### config.mk
export PLATFORM = sky130hd
export DESIGN_NAME = down_count_timer
export DESIGN_NICKNAME = d
export VERILOG_FILES = /design/src/rtl/down_count_timer.sv
export SDC_FILE = /design/constraint.sdc
export NUM_CORES = 1
export LEC_CHECK = 0
export CAP_MARGIN = 0
export CORE_MARGIN = 4
export CORE_UTILIZATION = 41
export DETAILED_ROUTE_END_ITERATION = 10
export DONT_BUFFER_PORTS = 1
export GPL_TIMING_DRIVEN = 0
export HOLD_SLACK_MARGIN = 0.15
export SLEW_MARGIN = 10
export SYNTH_ARGS = -nofsm -noshare
export SYNTH_HDL_FRONTEND = slang
export SYNTH_SLANG_ARGS = --single-unit
### constraint.sdc
create_clock -name Clk -period 5.1 [get_ports Clk]
set_input_delay 0.255 -clock Clk [delete_from_list [all_inputs] [get_ports Clk]]
set_output_delay 0.255 -clock Clk [all_outputs]
set_load 0.01 [all_outputs]
### src/rtl/down_count_timer.sv
// Loadable down-counter/timer: counts a stored period to zero on enabled cycles,
// pulses tc on expiry, then stops (one-shot) or reloads the period (periodic).
module down_count_timer #(
  parameter int unsigned WIDTH = 8
) (
  input  logic             Clk,
  input  logic             reset,
  input  logic             load,
  input  logic [WIDTH-1:0] load_value,
  input  logic             restart,
  input  logic             enable,
  input  logic             auto_reload,
  output logic [WIDTH-1:0] count,
  output logic             tc,
  output logic             busy
);

  typedef enum logic {
    IDLE = 1'b0,
    RUN  = 1'b1
  } state_e;

  state_e           state_q, state_d;
  logic [WIDTH-1:0] count_q, count_d;
  logic [WIDTH-1:0] period_q, period_d;
  logic             tc_q, tc_d;

  localparam logic [WIDTH-1:0] ONE = WIDTH'(1);

  always_comb begin
    state_d  = state_q;
    count_d  = count_q;
    period_d = period_q;
    tc_d     = 1'b0;

    if (load) begin
      period_d = load_value;
      count_d  = load_value;
      state_d  = (load_value != '0) ? RUN : IDLE;
    end else if (restart) begin
      count_d = period_q;
      state_d = (period_q != '0) ? RUN : IDLE;
    end else if (state_q == RUN && enable) begin
      if (count_q > ONE) begin
        count_d = count_q - ONE;
      end else if (count_q == ONE) begin
        count_d = '0;
        tc_d    = 1'b1;
        if (!auto_reload) state_d = IDLE;
      end else begin
        // The zero cycle of a periodic run: reload, or stop if the mode was switched to one-shot.
        if (auto_reload) count_d = period_q;
        else             state_d = IDLE;
      end
    end
  end

  always_ff @(posedge Clk or posedge reset) begin
    if (reset) begin
      state_q  <= IDLE;
      count_q  <= '0;
      period_q <= '0;
      tc_q     <= 1'b0;
    end else begin
      state_q  <= state_d;
      count_q  <= count_d;
      period_q <= period_d;
      tc_q     <= tc_d;
    end
  end

  assign count = count_q;
  assign tc    = tc_q;
  assign busy  = (state_q == RUN);

endmodule

==> results.py <==
metrics = {
    "detailed_routing": {
        "wl_um": 2840,
        "drt-pass1-iter-count": 4,
        "drt_iter0_markers": 64,
        "ant_nets": 0,
        "post_drt_wl_per_cell_um": 17.8,
        "drc": 0,
        "vias_per_cell": 6.11,
        "vias": 977,
    },
    "clock_tree": {
        "root_buffer": "clkbuf_4",
        "cts.htree.levels": 1,
        "cts_hold_buffers": 9,
        "cts_num_sinks": 18,
        "cts_buffers": 3,
        "clk_pin_slew_ns": 0.11,
        "cts_max_path_buffers": 2,
        "cts_tree": "done",
        "cts_resized": 0,
        "clock_latency_ns": 0.30,
        "cts_setup_buffers": 0,
    },
    "synth": {
        "synth_cell_types": 37,
        "netlist_instances": 117,
        "yosys_warnings": 0,
        "synth_edf_count": 0,
        "ys_seq_area_frac": 0.417,
        "ys_async_sr_fraction": 1.00,
        "syn_nets": 133,
        "ys_seq_elements": 18,
        "synth_area_um2": 1080,
        "synth-main-ff-cell": "dfrtp_1",
        "postSynthAreaPerCell_um2": 9.23,
    },
    "floorplan": {
        "die-area_um2": 3520,
        "rows": 18,
        "core_um2": 2500,
        "fp.dieH_um": 59.3,
        "start_util": 0.432,
        "die_w_um": 59.3,
        "ios": 24,
    },
    "setup_path": {
        "critical_path_class": "reg2reg",
        "worstPathArrival_ns": 2.34,
        "timing.rr.start": "count[0]",
        "r2r-end": "count[3]",
        "r2r_cells": 7,
        "cp.required_ns": 5.28,
        "start_kind": "register",
        "crit_path_max_fanout": 7,
        "rrSetupSlack_ns": 2.94,
        "cp-end-kind": "register",
    },
    "timing": {
        "drv_slew": 0,
        "fin_skew_ns": 0.00810,
        "clock.fmax_mhz": 464,
        "period_needed_ns": 2.16,
        "finalHoldViolCount": 0,
        "worstMarginPinSlew_ns": 0.712,
        "fin_setup_tns_ns": 0,
        "timing.slew.headroom": 0.525,
        "min_period_over_period": 0.423,
        "grt_setup_unrepaired": "false",
        "setup_viol": 0,
    },
    "layout": {
        "final_cell_mix": "dfrtp_1, nor2_1",
        "antennaDiodeCount": 0,
        "layout_commonest_cell": "dfrtp_1",
        "syn2layout_area_growth_pct": 15.2,
        "fillers": 232,
        "nNetsFinal": 147,
        "drive_above_1_share": 0.115,
        "fin_area_um2": 1240,
    },
    "placement": {
        "port_buffers": 0,
        "detailed_place_hpwl_um": 2070,
        "place_area_um2": 1120,
        "gp_congestion": 0.839,
    },
    "flow_run": {
        "cap_violations": 0,
    },
    "pwr": {
        "total_power_mw": 0.357,
        "p_per_area_nw_per_um2": 287,
        "peakVddDrop_v": 0.000130,
        "p_leak_nw": 0.500,
    },
    "grt": {
        "grt_max_degree": 19,
        "grt_pass1_wl_um": 4760,
        "gr-usage-all-layers": 0.183,
        "overflow": 0,
        "grt_pass1_vias": 969,
        "antenna_found_initial": 0,
    },
    "min_path": {
        "hold-path-endpoint": "count[4]",
        "hp-class": "in2reg",
        "worstHoldStart": "load_value[4]",
        "hold_depth": 2,
    },
    "status": {
        "status": "finished, final reports clean",
    },
}
==> routing by layer <==
| layer | GRT usage | wire length [um] |
|---|---|---|
| met1 | 0.241 | 1230 |
| met2 | 0.273 | 1310 |
| met3 | 0.0610 | 275 |
| met4 | 0.0744 | 33 |
| met5 | 0 | 0 |
==> registers in the layout, summed over array words and instances, names as in the netlist <==
register and cells:
count 8, period_q 8, busy 1, tc 1
==> how the worst max path moves through the flow <==
stage | start | cells past startpoint | slack (ns) | to
global placement | count[3] | 5 | 3.02 | count[3]
global route | count[0] | 7 | 2.75 | count[3]
CTS | count[0] | 7 | 2.96 | count[3]
finish | count[0] | 7 | 2.94 | count[3]
floorplan | count[3] | 5 | 3.18 | count[3]
detailed placement | count[0] | 7 | 2.99 | count[3]
==> synth_stat cells (2+ instances only) <==
cell / number / share of area
dfrtp_1: 18 / 0.42
nor2_1: 10 / 0.035
inv_1: 9 / 0.031
nand2_1: 9 / 0.031
o21ai_0: 9 / 0.042
a21oi_1: 7 / 0.032
o21ai_1: 6 / 0.028
mux2_2: 4 / 0.042
nor3_1: 4 / 0.019
and3_1: 3 / 0.017
clkbuf_1: 3 / 0.010
a211oi_1: 2 / 0.014
a221oi_1: 2 / 0.016
a221oi_2: 2 / 0.028
ha_1: 2 / 0.023
nand2b_1: 2 / 0.012
nand4b_1: 2 / 0.016
nor4_1: 2 / 0.012
o2bb2ai_1: 2 / 0.016
or4_1: 2 / 0.014
==> final cells by class <==
cell class | instances | area [um2] | area share
Inverter | 9 | 33.8 | 0.0272
Buffer | 4 | 16.3 | 0.0131
Clock buffer | 4 | 36.3 | 0.0292
Timing Repair Buffer | 9 | 90.1 | 0.0724
Multi-Input combinational cell | 86 | 579 | 0.466
Sequential cell | 18 | 450 | 0.362
Tap cell | 30 | 37.5 | 0.0302
==> worst max-delay path, stage by stage (launching register included) <==
cell and delay [ns]:
dfrtp_1 0.50, inv_1 0.10, ha_1 0.30, nor2b_1 0.18
and3_1 0.20, o21ai_0 0.41, o21ai_0 0.18, o2bb2ai_1 0.16
==> stage by stage <==
step,setup slack [ns],hold slack (ns),instances,utilization
after floorplan,3.18,0.194,117,-
after global placement,3.02,0.281,147,0.447
after detailed placement,2.99,0.287,147,0.447
after CTS,2.96,0.168,160,0.497
after global routing,2.75,0.176,160,0.497
final,2.94,0.180,160,0.497
==> kinds of logic (layout without fill, tap and decap cells) <==
kind of cell / after synthesis / in the layout / synth area share
fa+ha+maj: 2 / 2 / 0.0232
flops: 18 / 18 / 0.417
buf+inv: 13 / 26 / 0.0463
mux: 4 / 4 / 0.0417
simple gates: 41 / 41 / 0.211
compound gates: 39 / 39 / 0.261
==> power breakdown <==
part           switching (mW)  leakage, nW  total (mW)  internal, mW
Clock                  0.0455       0.0210      0.0891        0.0436
Combinational          0.0468        0.262      0.0817        0.0348
Sequential             0.0286        0.217       0.187         0.158
Power figures use the tool's default switching activity.
